==> src/rtl/branch_unit_bht.sv <==
// Branch decision unit: resolves four branch conditions in EX, registers the PC-select and
// mispredict flush, and maintains a 2-bit saturating-counter BHT for fetch prediction.
module branch_unit_bht #(
    parameter int unsigned PC_W     = 32,
    parameter int unsigned IDX_W    = 4,
    parameter logic [1:0]  INIT_CTR = 2'b01,
    parameter int unsigned CNT_W    = 16
) (
    input  logic             clk,
    input  logic             rst,
    input  logic [PC_W-1:0]  f_pc,
    output logic             f_pred_taken,
    input  logic             ex_valid,
    input  logic             branch,
    input  logic [1:0]       btype,
    input  logic             z,
    input  logic             n,
    input  logic [PC_W-1:0]  ex_pc,
    input  logic             ex_pred,
    output logic             sel5,
    output logic             flush,
    output logic [CNT_W-1:0] mispred_cnt
);

    localparam int Entries = int'(2 ** IDX_W);

    logic [1:0]       bht_q [Entries];
    logic             sel5_q, sel5_d;
    logic             flush_q, flush_d;
    logic [CNT_W-1:0] cnt_q, cnt_d;

    logic [IDX_W-1:0] f_idx, ex_idx;
    logic             cond, resolve, taken;
    logic [1:0]       ctr_cur, ctr_nxt;

    // PCs are word-aligned; only the index bits take part in the lookup.
    logic unused_pc_bits;
    assign unused_pc_bits = ^{f_pc[PC_W-1:IDX_W+2], f_pc[1:0],
                              ex_pc[PC_W-1:IDX_W+2], ex_pc[1:0]};

    assign f_idx  = f_pc[IDX_W+1:2];
    assign ex_idx = ex_pc[IDX_W+1:2];

    // Read port has no bypass: a same-index write becomes visible the following cycle.
    assign f_pred_taken = bht_q[f_idx][1];

    always_comb begin
        cond = 1'b0;
        unique case (btype)
            2'b00: cond = z;
            2'b01: cond = ~z;
            2'b10: cond = n;
            2'b11: cond = ~n;
            default: cond = 1'b0;
        endcase
    end

    assign resolve = ex_valid & branch;
    assign taken   = resolve & cond;
    assign ctr_cur = bht_q[ex_idx];

    always_comb begin
        ctr_nxt = ctr_cur;
        if (taken) begin
            if (ctr_cur != 2'b11) ctr_nxt = ctr_cur + 2'd1;
        end else begin
            if (ctr_cur != 2'b00) ctr_nxt = ctr_cur - 2'd1;
        end
    end

    always_comb begin
        sel5_d  = taken;
        flush_d = resolve & (taken ^ ex_pred);
        cnt_d   = cnt_q;
        if (flush_d && (cnt_q != {CNT_W{1'b1}})) cnt_d = cnt_q + CNT_W'(1);
    end

    always_ff @(posedge clk or posedge rst) begin
        if (rst) begin
            sel5_q  <= 1'b0;
            flush_q <= 1'b0;
            cnt_q   <= '0;
            for (int i = 0; i < Entries; i++) begin
                bht_q[i] <= INIT_CTR;
            end
        end else begin
            sel5_q  <= sel5_d;
            flush_q <= flush_d;
            cnt_q   <= cnt_d;
            if (resolve) bht_q[ex_idx] <= ctr_nxt;
        end
    end

    assign sel5        = sel5_q;
    assign flush       = flush_q;
    assign mispred_cnt = cnt_q;

endmodule

==> config.mk <==
export PLATFORM = sky130hd
export DESIGN_NAME = branch_unit_bht
export DESIGN_NICKNAME = d
export VERILOG_FILES = /design/src/rtl/branch_unit_bht.sv
export SDC_FILE = /design/constraint.sdc
export NUM_CORES = 1
export LEC_CHECK = 0
export CORE_ASPECT_RATIO = 0.6
export CORE_UTILIZATION = 40
export DETAILED_ROUTE_END_ITERATION = 12
export PLACE_DENSITY = 0.8
export SLEW_MARGIN = 40
export SYNTH_ARGS = -nofsm -noshare
export SYNTH_HDL_FRONTEND = slang
export SYNTH_SLANG_ARGS = --single-unit
==> constraint.sdc <==
create_clock -name clk -period 2.4 [get_ports clk]
set_input_delay 0.72 -clock clk [delete_from_list [all_inputs] [get_ports clk]]
set_output_delay 0.72 -clock clk [all_outputs]
set_load 0.01 [all_outputs]
==> out/results.md, run 1 <==
| Stage | Metric | This run |
| --- | --- | --- |
| floorplanning | Die Width | 106 um |
| timing | Period utilisation layout | 110% |
| timing | Max-slew headroom | 74.7% |
| clocking | Later-pin clock latency in the skew report | 300 ps |
| min path | Class of the tightest hold or removal check | flip-flop to flip-flop |
| clocking | Root buffer selected by CTS | clkbuf_8 |
| synth | Yosys reg bits | 50 |
| synth | Most used flip-flop cell after synthesis | dfrtp_1 |
| placed design | Placed cell count | 345 |
| global routing | Antenna violations before repair | 0 |
| synth | Count of flip-flops with a built-in enable after synthesis | 0 |
| timing | Count of final setup violators | 1 |
| synth | Cell count after synthesis | 199 |
| floorplanning | Die ar. | 6780 um2 |
| route | Count of antenna-violating nets left after detailed routing | 0 |
| power | Worst IR drop on VDD | 0.000201 V |
| clocking | Clock H-tree levels | 2 |
| critical path | Startpoint type of the worst setup path | input port |
| synth | Yosys top cell area share | 33.0% |
| placed design | Final weighted congestion in routability-driven placement | 0.792 |
| critical path | Slowest cell delay on critical path | 500 ps |
| clocking | Clock slew seen by the registers of the worst setup and hold paths | 80 ps |
| critical path | Kind of critical path | input port to primary output |
| floorplanning | Starting density of the core | 41.8% |
| route | Overall routed net length | 5730 um |
| clocking | Number of clock sinks seen by CTS | 50 |
| run | Maximum capacitance violations | 0 |
| layout | Fin cells | 354 |
| global routing | Maximum number of pins on one net before global-route repair | 51 |
| timing | Worst setup slack after layout | -237 ps |
| critical path | Endpoint type of the worst setup path | primary output |
| placed design | Number of buffers inserted by port buffering | 35 |
| layout | N_diodes | 0 |
| critical path | Most frequent cell on the critical path | mux4_2 |
| floorplanning | Boundary pin count | 92 |
| timing | F_max | 379 MHz |
| placed design | Half-perimeter wire length after placement | 4330 um |
| synth | Synthesis warning total | 0 |
| status | Status | complete, but fails checks |
| critical path | Master of the slowest instance on the critical path | mux4_2 |
| critical path | Data required time of the worst path | 1680 ps |
| timing | Setup_tns | -237 ps |
| clocking | Post-cts hold buffer count | 0 |
| synth | Post-synthesis cell type count | 32 |
| timing | Clock period minus worst slack | 2640 ps |
| layout | Nets | 343 |
| route | DR vias | 1,842 |
| power | Overall power consumption | 0.00194 W |
| timing | Worst slew pin tran | 377 ps |
| synth | Summed instance area of the synthesized netlist | 2580 um2 |
| critical path | Critical Path, Cell by Cell | buf_8 > mux4_2 > mux4_2 > buf_6 |
| synth | Library cell occupying the most area in the post-synthesis netlist | dfrtp_1 |
| layout | Signed area change from the synthesized netlist to the final layout | 32.9% |
| critical path | Worst path buffer plus inverter count | 2 |
| status | Failing checks | setup timing |
| synth | Fraction of registers with async set/reset | 100% |
| power | Leakage power | 1.48 nW |
| global routing | Total congestion overflow after global routing | 0 |
| floorplanning | Core footprint | 6170 um2 |
| clocking | Number of buffers created by CTS | 5 |
| global routing | GRT Util Overall | 18.6% |
| global routing | Wire length of the first global-routing pass | 9630 um |
| layout | Fraction of final layout cells sized beyond drive strength 1 | 44.1% |
| critical path | WP data arrival | 1920 ps |
| synth | Largest cells by area after synthesis | dfrtp_1 33%, dfstp_2 16%, mux2_2 15% |
| synth | Sequential fraction of the synthesis area | 49.3% |
| synth | Synthesized area per cell | 13.0 um2 |
| route | Starting DRT DRC Count | 98 |
| route | Number of detailed-route iterations in the first pass | 4 |
| clocking | Clock tree from TritonCTS | yes |
| floorplanning | Cell row count | 22 |
| route | Number of vias per cell after detailed routing | 5.20 |
| timing | Unrepaired setup endpoints after global routing | yes |
| critical path | Largest fanout on the critical path | 4 |
| route | Number of remaining DRC errors | 0 |
| timing | Number of hold-slack violations in the final timing report | 0 |
| timing | Maximum clock skew at final layout | 3.31 ps |
| power | Areal power density over the cells | 567 nW/um2 |
| global routing | Via count of the first global-routing pass | 1,917 |
| critical path | Crit path max-delay family | multiplexers |
| route | Routed WL per cell | 16.2 um |
| clocking | Maximum clock insertion buffer count | 2 |
| floorplanning | Y dimension of the die | 64.2 um |
| synth | Number of nets produced by synthesis | 273 |
| placed design | Worst setup slack after placement | -1140 ps |
| timing | Count of final max-slew check failures | 0 |
-- worst register-to-register path, stage by stage (launching register included) --
cell and delay (ps):
dfrtp_1 390, buf_4 140, mux4_2 470, mux2_2 330, a31oi_2 160, nor2_1 70
buf_4 150, mux2_2 260
-- final cells by class --
type / instances / area (um2)
clock buffers: 8 / 80.1
fillers: 535 / 2740
inverters: 4 / 15.0
multi-input cells: 140 / 1320
flip-flops and latches: 50 / 1270
well taps: 84 / 105
repair buffers: 68 / 632
-- power breakdown --
| part | switching, W | internal [W] |
|---|---|---|
| Sequential | 0.0000893 | 0.000937 |
| Clock | 0.000263 | 0.000208 |
| Combinational | 0.000186 | 0.000260 |
| Total | 0.000539 | 0.00141 |
-- cells by family after synthesis --
logic type,Yosys count,share of synthesized area (%)
AND/OR/NAND/NOR,65,12.4
AO/OA/AOI/OAI,5,1.26
buffers and inverters,9,1.94
multiplexers,50,27.4
flip-flops,50,49.3
XOR/XNOR,17,6.36
adder cells (fa/ha/maj),3,1.36
-- layout by cell type (no fill, tap or decap), types with 3 or more instances in the layout --
cell and n:
nor3_1 3, xnor2_1 9, clkbuf_8 5, clkdlybuf4s50_1 27, mux2_2 33, nand4_1 4
nor2_1 15, nand2_1 10, buf_4 29, xor2_1 7, dfstp_2 16, nand3_1 11
buf_6 4, dlygate4sd2_1 5, nand2b_1 3, mux4_2 13, clkbuf_1 3, nor3_2 4
dfrtp_1 34, inv_1 3
-- timing repair --
| item | 4_1_cts | 5_1_grt |
|---|---|---|
| setup endpoints to repair | 39 | 18 |
| buffers inserted | 1 | 0 |
| pin swaps | 4 | 0 |
| cloned | 0 | 0 |
| resized for setup | 34 | 5 |
| hold endpoints to repair | 0 | 0 |
-- metrics by stage --
step | hold WS (ps) | cell area, um2 | utilization, %
after floorplan | 449 | 2580 | -
after global placement | 465 | 3260 | 52.9
after detailed placement | 476 | 3260 | 52.9
after CTS | 486 | 3400 | 55.2
after global routing | 507 | 3430 | 55.6
final | 494 | 3430 | 55.6
-- path summary, 6_finish.rpt --
kind | startpoint | slack (ps) | to | cells after the start
min in group asynchronous | rst | 770 | mispred_cnt[14] | 3
worst min register to register | bht_q[14] | 490 | bht_q[14] | 2
worst max-delay path | f_pc[2] | -240 | f_pred_taken | 4
max in group asynchronous | rst | 1340 | bht_q[24] | 3
worst min-delay path | bht_q[14] | 490 | bht_q[14] | 2
worst max register to register | bht_q[1] | 350 | bht_q[12] | 7
-- state kept, by name (all words and copies together) (netlist names) --
name and flops:
flush 1, mispred_cnt 16, bht_q 32, sel5 1
-- synthesized netlist by cell type (all sizes together) (2+ instances only) --
library cell	n
a21oi	2
and2	3
and3	2
buf	3
clkbuf	2
dfrtp	34
dfstp	16
inv	4
maj3	2
mux2	34
mux2i	3
mux4	13
nand2	10
nand2b	3
nand3	11
nand4	4
nor2	17
nor2b	2
nor3	7
nor4	2
or4	2
xnor2	9
xor2	7
-- per-layer routing --
layer	up-vias	routed length, um	GRT usage, %
met5	-	0	0
met4	0	63	5.21
met3	7	221	4.39
met2	29	2510	27.0
met1	941	2930	27.5
li1	865	-	-
No activity file was read; power rests on OpenSTA's default activity.
==> inputs of run 2 (changes only) <==
--- a/config.mk
+++ b/config.mk
@@ -7,8 +7,9 @@
 export LEC_CHECK = 0
 export CORE_ASPECT_RATIO = 0.6
 export CORE_UTILIZATION = 40
+export CTS_CLUSTER_SIZE = 16
 export DETAILED_ROUTE_END_ITERATION = 12
-export PLACE_DENSITY = 0.8
+export PLACE_DENSITY = 0.75
 export SLEW_MARGIN = 40
 export SYNTH_ARGS = -nofsm -noshare
 export SYNTH_HDL_FRONTEND = slang
==> run 2 against run 1 <==
  * Power grew 6.2%
  * Core utilization grew 0.95 points
  * Clock skew grew 6.4 ps
  * Die area is the same
  * Largest cell class unchanged
  * Flip-flop and latch count is the same
  * Fmax is essentially flat
  * Count of clock-buffer cells in the layout shrank 2
  * Hold slack gained 2.1 ps
  * Sequential share of layout area shrank 0.63 points
  * Register-to-register slack lost 50 ps
  * The flow still finishes with violations (setup timing)
  * Final cell count grew 1.7%
  * Sequential power is essentially flat
==> out/results.md, run 2 (synthesis results as in run 1) <==
| Stage | Metric | This run | vs previous |
| --- | --- | --- | --- |
| status | Status | complete, but fails checks |  |
| status | Failing checks | setup timing |  |
| min path | Class of the tightest hold or removal check | flip-flop to flip-flop |  |
| clocking | Post-cts hold buffer count | 0 | unchanged |
| layout | Signed area change from the synthesized netlist to the final layout | 35.2% |  |
| layout | N_diodes | 0 | unchanged |
| floorplanning | Die ar. | 6780 um2 | unchanged |
| critical path | Number of cell instances on the worst register-to-register path | 5 | -2 |
| clocking | Clock slew seen by the registers of the worst setup and hold paths | 90 ps | about the same |
| critical path | Endpoint type of the worst setup path | primary output |  |
| floorplanning | Cell row count | 22 | unchanged |
| timing | Count of final setup violators | 1 | unchanged |
| power | Worst IR drop on VDD | 0.000362 V | +80% |
| floorplanning | Die Width | 106 um | unchanged |
| global routing | Maximum number of pins on one net before global-route repair | 32 | -37% |
| timing | Maximum clock skew at final layout | 9.75 ps | +6.44 ps |
| critical path | Most frequent cell on the critical path | mux4_2 |  |
| route | Overall routed net length | 5860 um | +2.4% |
| timing | Setup_tns | -239 ps | -2.45 ps |
| timing | Unrepaired setup endpoints after global routing | yes |  |
| global routing | Antenna violations before repair | 0 | unchanged |
| timing | Count of final max-slew check failures | 0 | unchanged |
| route | DR vias | 1,847 | +0.27% |
| placed design | Final weighted congestion in routability-driven placement | 0.852 | +7.6% |
| timing | F_max | 379 MHz | about the same |
| power | Overall power consumption | 0.00207 W | +6.2% |
| min path | Number of cells traversed by the worst hold path | 2 | unchanged |
| placed design | Placed Instance Area | 3290 um2 | +0.92% |
| route | Number of vias per cell after detailed routing | 5.13 | -1.4% |
| clocking | Clock tree from TritonCTS | yes |  |
| layout | Register ranked first by flip-flop count | bht_q |  |
| layout | Number of inserted filler cells in the final layout | 508 | -5.0% |
| clocking | Later-pin clock latency in the skew report | 300 ps | about the same |
| global routing | GRT Util Overall | 18.6% | +0.072 points |
| timing | Worst slew pin tran | 444 ps | +67.6 ps |
| critical path | Worst reg2reg path startpoint | bht_q[21] |  |
| critical path | Startpoint type of the worst setup path | input port |  |
| critical path | Largest fanout on the critical path | 4 | unchanged |
| global routing | Wire length of the first global-routing pass | 9620 um | about the same |
| run | Maximum capacitance violations | 0 | unchanged |
| min path | Hold Crit Endpoint | bht_q[14] |  |
| layout | Nets | 349 | +1.7% |
| placed design | Number of buffers inserted by port buffering | 35 | unchanged |
| critical path | Data required time of the worst path | 1680 ps | about the same |
| layout | Non-Filler Cell Area, Final | 3490 um2 | +1.7% |
| critical path | Slowest cell delay on critical path | 490 ps | about the same |
| critical path | Master of the slowest instance on the critical path | mux4_2 |  |
| floorplanning | Core footprint | 6170 um2 | unchanged |
| route | Number of detailed-route iterations in the first pass | 4 | unchanged |
| layout | Fraction of final layout cells sized beyond drive strength 1 | 46.0% | +1.9 points |
| floorplanning | Boundary pin count | 92 | unchanged |
| layout | Commonest non-fill, non-tap cells in the layout | 36 x buf_4, 34 x mux2_2, 34 x dfrtp_1, 29 x clkdlybuf4s50_1 |  |
| route | Number of remaining DRC errors | 0 | unchanged |
| power | Leakage power | 1.52 nW | +2.5% |
| route | Count of antenna-violating nets left after detailed routing | 0 | unchanged |
| layout | Commonest non-fill, non-tap cell in the layout | buf_4 |  |
| floorplanning | Starting density of the core | 41.8% | unchanged |
| route | Routed WL per cell | 16.3 um | +0.69% |
| placed design | Worst setup slack after placement | -1130 ps | +6.05 ps |
| clocking | Clock H-tree levels | 2 | unchanged |
| clocking | Maximum clock insertion buffer count | 2 | unchanged |
| timing | Period utilisation layout | 110% | about the same |
| critical path | WP data arrival | 1920 ps | about the same |
| global routing | Via count of the first global-routing pass | 1,826 | -4.7% |
| timing | Number of hold-slack violations in the final timing report | 0 | unchanged |
| timing | Max-slew headroom | 69.5% | -5.2 points |
| power | Areal power density over the cells | 592 nW/um2 | +4.5% |
| layout | Largest register FFs | 32 | unchanged |
| floorplanning | Y dimension of the die | 64.2 um | unchanged |
| route | Starting DRT DRC Count | 121 | +23% |
| critical path | Crit Reg-Reg Endpoint | bht_q[25] |  |
| critical path | Kind of critical path | input port to primary output |  |
| timing | Worst setup slack after layout | -239 ps | -2.45 ps |
| min path | Hold path startpoint | bht_q[14] |  |
| placed design | Half-perimeter wire length after placement | 4420 um | +2.2% |
| global routing | Total congestion overflow after global routing | 0 | unchanged |
| timing | Clock period minus worst slack | 2640 ps | +2.45 ps |
| clocking | Number of buffers created by CTS | 5 | unchanged |
| critical path | Critical Path, Cell by Cell | buf_8 > mux4_2 > mux4_2 > buf_6 |  |
| clocking | Number of clock sinks seen by CTS | 50 | unchanged |
| layout | Share of the core filled with cells in the final layout | 56.5% | +0.95 points |
| critical path | Worst R2R Setup Slack | 300 ps | -50 ps |
| clocking | Root buffer selected by CTS | clkbuf_8 |  |
| critical path | Source of the critical timing path | f_pc[2] |  |
## run 2: where the power goes
part           switching, W  total [W]  internal [W]
registers         0.0000889    0.00103      0.000937
logic              0.000185   0.000447      0.000262
clock network      0.000281   0.000593      0.000311
total              0.000555    0.00207       0.00151
## run 2: critical path: cells and delay by family
kind                   cells  cell delay (ps)
muxes                      2              980
buffers and inverters      2              230
## run 2: per-layer routing
layer	wire length, um	global-route usage, %	vias up
met5	0	0	-
met2	2520	26.6	37
met3	269	4.49	5
met1	3040	28.6	928
li1	-	-	877
met4	36	3.82	0
## run 2: layout make-up
| type | instances | area [um2] | area share (%) |
|---|---|---|---|
| clock buffers | 6 | 72.6 | 2.08 |
| clock inverters | 2 | 37.5 | 1.08 |
| inverters | 4 | 15.0 | 0.431 |
| multi-input cells | 140 | 1320 | 37.8 |
| flip-flops and latches | 50 | 1270 | 36.5 |
| well taps | 84 | 105 | 3.02 |
| repair buffers | 74 | 666 | 19.1 |
## run 2: worst max-delay path by stage
stage                              end  slack, ps  cells past startpoint
after floorplan           f_pred_taken         -4                      2
after global placement    f_pred_taken      -1100                      4
after detailed placement  f_pred_taken      -1130                      4
after CTS                 f_pred_taken       -250                      4
after global routing      f_pred_taken       -260                      4
final                     f_pred_taken       -240                      4
## run 2: repair_timing
item / 4_1_cts / 5_1_grt
setup buffers: 3 / 0
pin swaps: 5 / 2
endpoints found under the setup margin: 41 / 26
endpoints found under the hold margin: 0 / 0
gates resized for setup: 28 / 7
cloned: 0 / 0
## run 2: through the flow
| stage | std cells | hold WS, ps |
|---|---|---|
| finish | 360 | 496 |
| CTS | 360 | 482 |
| detailed placement | 349 | 466 |
| floorplan | 199 | 449 |
| global placement | 349 | 464 |
| global route | 360 | 531 |
==> inputs of run 3 (changes only) <==
--- a/config.mk
+++ b/config.mk
@@ -5,11 +5,12 @@
 export SDC_FILE = /design/constraint.sdc
 export NUM_CORES = 1
 export LEC_CHECK = 0
+export ABC_AREA = 1
 export CORE_ASPECT_RATIO = 0.6
 export CORE_UTILIZATION = 40
 export CTS_CLUSTER_SIZE = 16
 export DETAILED_ROUTE_END_ITERATION = 12
-export PLACE_DENSITY = 0.75
+export PLACE_DENSITY = 0.74
 export SLEW_MARGIN = 40
 export SYNTH_ARGS = -nofsm -noshare
 export SYNTH_HDL_FRONTEND = slang
==> run 3 against run 2 <==
  * The flow now finishes without violations
  * Synthesized area increased by 15%
  * Register-to-register slack improved by 20 ps
  * Final cell count increased by 63%
  * Critical endpoint unchanged
  * Via count increased by 56%
  * Final area increased by 6.9%
  * Critical path depth increased by 2
  * Global-route usage increased by 3.3 points
==> out/results.md, run 3 <==
| Stage | Metric | This run | vs previous |
| --- | --- | --- | --- |
| route | Routed WL per cell | 13.7 um | -16% |
| critical path | WP depth | 6 | +2 |
| synth | Most common library cells after synthesis | 198 x nand2_1, 42 x inv_1, 41 x nand3_1 |  |
| timing | Worst slew pin tran | 452 ps | +8.02 ps |
| timing | Count of final max-slew check failures | 0 | unchanged |
| clocking | Number of clock sinks seen by CTS | 50 | unchanged |
| placed design | Number of buffers inserted by port buffering | 35 | unchanged |
| route | Starting DRT DRC Count | 309 | +160% |
| layout | Commonest non-fill, non-tap cells in the layout | 198 x nand2_1, 41 x inv_1, 41 x nand3_1, 34 x dfrtp_1 |  |
| critical path | Worst reg2reg path startpoint | mispred_cnt[0] |  |
| critical path | Endpoint type of the worst setup path | primary output |  |
| layout | Register ranked first by flip-flop count | bht_q |  |
| clocking | Clock H-tree levels | 2 | unchanged |
| layout | FF/Latch Area | 1270 um2 | unchanged |
| floorplanning | Core footprint | 6940 um2 | +12% |
| clocking | Clock tree from TritonCTS | yes |  |
| critical path | Data required time of the worst path | 1680 ps | about the same |
| layout | Share of the core filled with cells in the final layout | 53.7% | -2.8 points |
| synth | Yosys top cell area share | 28.6% | -4.4 points |
| global routing | Antenna violations before repair | 0 | unchanged |
| route | Overall routed net length | 8040 um | +37% |
| clocking | Number of buffers created by CTS | 5 | unchanged |
| min path | Hold Crit Endpoint | bht_q[20] |  |
| global routing | Maximum number of pins on one net before global-route repair | 51 | +59% |
| critical path | Crit path max-delay family | buffers and inverters |  |
| layout | N_diodes | 0 | unchanged |
| floorplanning | Die Width | 113 um | +7.3% |
| critical path | WP data arrival | 1610 ps | -310 ps |
| power | Areal power density over the cells | 565 nW/um2 | -4.6% |
| route | DR vias | 2,889 | +56% |
| synth | Library cell occupying the most area in the post-synthesis netlist | dfrtp_1 |  |
| floorplanning | Cell row count | 23 | +4.5% |
| synth | Fraction of registers with async set/reset | 100% | unchanged |
| synth | Synthesized area per cell | 6.83 um2 | -47% |
| layout | Fin cells | 587 | +63% |
| run | Maximum capacitance violations | 0 | unchanged |
| synth | Largest cells by area after synthesis | dfrtp_1 29%, nand2_1 25%, dfstp_2 14% |  |
| clocking | Maximum clock insertion buffer count | 2 | unchanged |
| critical path | Kind of critical path | input port to primary output |  |
| synth | Sequential fraction of the synthesis area | 42.7% | -6.6 points |
| clocking | Post-CTS setup buffer count | 0 | -3 |
| min path | Hold path startpoint | bht_q[20] |  |
| placed design | Placed cell count | 578 | +66% |
| timing | Max-slew headroom | 69.6% | +0.081 points |
| critical path | Slowest cell delay on critical path | 250 ps | -240 ps |
| critical path | Worst R2R Setup Slack | 320 ps | +20 ps |
| critical path | Crit Reg-Reg Endpoint | mispred_cnt[13] |  |
| critical path | Master of the slowest instance on the critical path | clkdlybuf4s15_1 |  |
| global routing | Via count of the first global-routing pass | 2,669 | +46% |
| min path | Number of cells traversed by the worst hold path | 2 | unchanged |
| critical path | Number of cell instances on the worst register-to-register path | 8 | +3 |
| critical path | Worst path buffer plus inverter count | 3 | +1 |
| layout | Fraction of final layout cells sized beyond drive strength 1 | 11.1% | -35 points |
| timing | Setup_tns | 0 ps | +239 ps |
| global routing | Wire length of the first global-routing pass | 13,200 um | +37% |
| critical path | Largest fanout on the critical path | 5 | +1 |
| critical path | Critical Path, Cell by Cell | clkdlybuf4s15_1 > inv_1 > o211ai_1 > o211ai_1 > nand2_1 > buf_2 |  |
| timing | Clock period minus worst slack | 2330 ps | -312 ps |
| layout | Number of inserted filler cells in the final layout | 639 | +26% |
| floorplanning | Starting density of the core | 42.9% | +1.1 points |
| layout | Largest register FFs | 32 | unchanged |
| critical path | Most frequent cell on the critical path | o211ai_1 |  |
| route | Count of antenna-violating nets left after detailed routing | 0 | unchanged |
| synth | Post-synthesis cell type count | 25 | -22% |
| min path | Class of the tightest hold or removal check | flip-flop to flip-flop |  |
| global routing | GRT Util Overall | 22.0% | +3.3 points |
| synth | Summed instance area of the synthesized netlist | 2980 um2 | +15% |
| clocking | Clock slew seen by the registers of the worst setup and hold paths | 60 ps | -30 ps |
| floorplanning | Die ar. | 7810 um2 | +15% |
| layout | Nets | 560 | +60% |
| timing | F_max | 430 MHz | +13% |
| critical path | Startpoint type of the worst setup path | input port |  |
| placed design | Final weighted congestion in routability-driven placement | 0.931 | +9.4% |
| layout | Signed area change from the synthesized netlist to the final layout | 25.1% |  |
| layout | Area of combinational cells with multiple inputs | 1480 um2 | +12% |
| route | Number of vias per cell after detailed routing | 4.92 | -4.1% |
| floorplanning | Boundary pin count | 92 | unchanged |
| synth | Count of flip-flops with a built-in enable after synthesis | 0 | unchanged |
| synth | Synthesis warning total | 0 | unchanged |
| layout | Commonest non-fill, non-tap cell in the layout | nand2_1 |  |
| power | Worst IR drop on VDD | 0.000296 V | -18% |
| timing | Count of final setup violators | 0 | -1 |
| route | Number of remaining DRC errors | 0 | unchanged |
| clocking | Root buffer selected by CTS | clkbuf_16 |  |
| power | Leakage power | 1.81 nW | +19% |
| synth | Most used flip-flop cell after synthesis | dfrtp_1 |  |
| synth | Yosys reg bits | 50 | unchanged |
| floorplanning | Y dimension of the die | 68.8 um | +7.2% |
| global routing | Total congestion overflow after global routing | 0 | unchanged |
| timing | Min Hold Slack | 473 ps | -23.0 ps |
| timing | Number of hold-slack violations in the final timing report | 0 | unchanged |
| clocking | Post-cts hold buffer count | 0 | unchanged |
| synth | Number of nets produced by synthesis | 510 | +87% |
| placed design | Half-perimeter wire length after placement | 6060 um | +37% |
| route | Number of detailed-route iterations in the first pass | 5 | +1 |
| synth | Cell count after synthesis | 436 | +120% |
| placed design | Placed Instance Area | 3550 um2 | +7.8% |
| timing | Period utilisation layout | 97.0% | -13 points |
| layout | Non-Filler Cell Area, Final | 3720 um2 | +6.9% |
| timing | Maximum clock skew at final layout | 7.13 ps | -2.62 ps |
| synth | Most used standard cell by instance count after synthesis | nand2_1 |  |
| status | Status | completed |  |
| clocking | Later-pin clock latency in the skew report | 290 ps | about the same |
==> run 3: changes by cell type in the layout (fill, tap and decap cells not counted), moves of 13 or more <==
cell / previous run / this run
mux4_2: 13 / 0
mux2_2: 34 / 0
nand3_1: 11 / 41
inv_1: 3 / 41
nand2_1: 10 / 198
buf_4: 36 / 17
nor2_1: 16 / 31
==> run 3: worst max path at each step <==
| stage | end | from |
|---|---|---|
| finish | f_pred_taken | f_pc[3] |
| global route | f_pred_taken | f_pc[2] |
| CTS | f_pred_taken | f_pc[4] |
| detailed placement | f_pred_taken | f_pc[2] |
| global placement | f_pred_taken | f_pc[2] |
| floorplan | f_pred_taken | f_pc[2] |
==> run 3: worst min-delay path, stage by stage (launching register included) <==
cell and delay, ps:
dfstp_2 370, nand2_1 60, nand2_1 40
==> run 3: power by group <==
part / leakage (nW) / internal, W / switching, W
registers: 0.634 / 0.000918 / 0.0000709
logic: 1.11 / 0.000179 / 0.000218
clock network: 0.0729 / 0.000413 / 0.000307
total: 1.81 / 0.00151 / 0.000596
==> run 3: cell type report <==
type | instances | share of cell area, %
multi-input combinational | 329 | 39.7
clock buffer | 6 | 3.73
inverter | 45 | 4.53
tap | 100 | 3.36
timing repair buffer | 55 | 14.2
sequential | 50 | 34.1
clock inverter | 2 | 0.336
==> run 3: logic make-up after synthesis <==
family / after synthesis / share of synthesized area (%)
muxes: 4 / 1.34
AOI/OAI and AO/OA: 21 / 3.99
DFF: 50 / 42.7
buffers and inverters: 57 / 8.02
xor gates and xnor gates: 14 / 4.12
and+or+nand+nor: 289 / 39.4
adders and majority gates: 1 / 0.420
==> run 3: metal layers <==
metal / track usage (%) / routed length, um / part of all wire [%] / vias up
met5: 0 / 0 / 0 / -
met4: 4.61 / 31 / 0.39 / 0
met3: 2.88 / 767 / 9.5 / 2
met2: 32.2 / 3200 / 40 / 101
met1: 34.1 / 4040 / 50 / 1329
li1: - / - / - / 1457
==> run 3: timing repair <==
item,in CTS,in global routing
hold endpoints to repair,0,0
gates resized for setup,15,7
pin swaps,3,3
endpoints found under the setup margin,1,18
cloned,1,0
==> run 3: stage by stage <==
| step | setup slack (ps) | power [W] |
|---|---|---|
| 2_1_floorplan | 187 | 0.00120 |
| 4_1_cts | 5.06 | 0.00212 |
| 3_5_place_dp | -682 | 0.00139 |
| 6_report | 72.9 | 0.00211 |
| 5_1_grt | -1.02 | 0.00221 |
| 3_3_place_gp | -687 | 0.00138 |
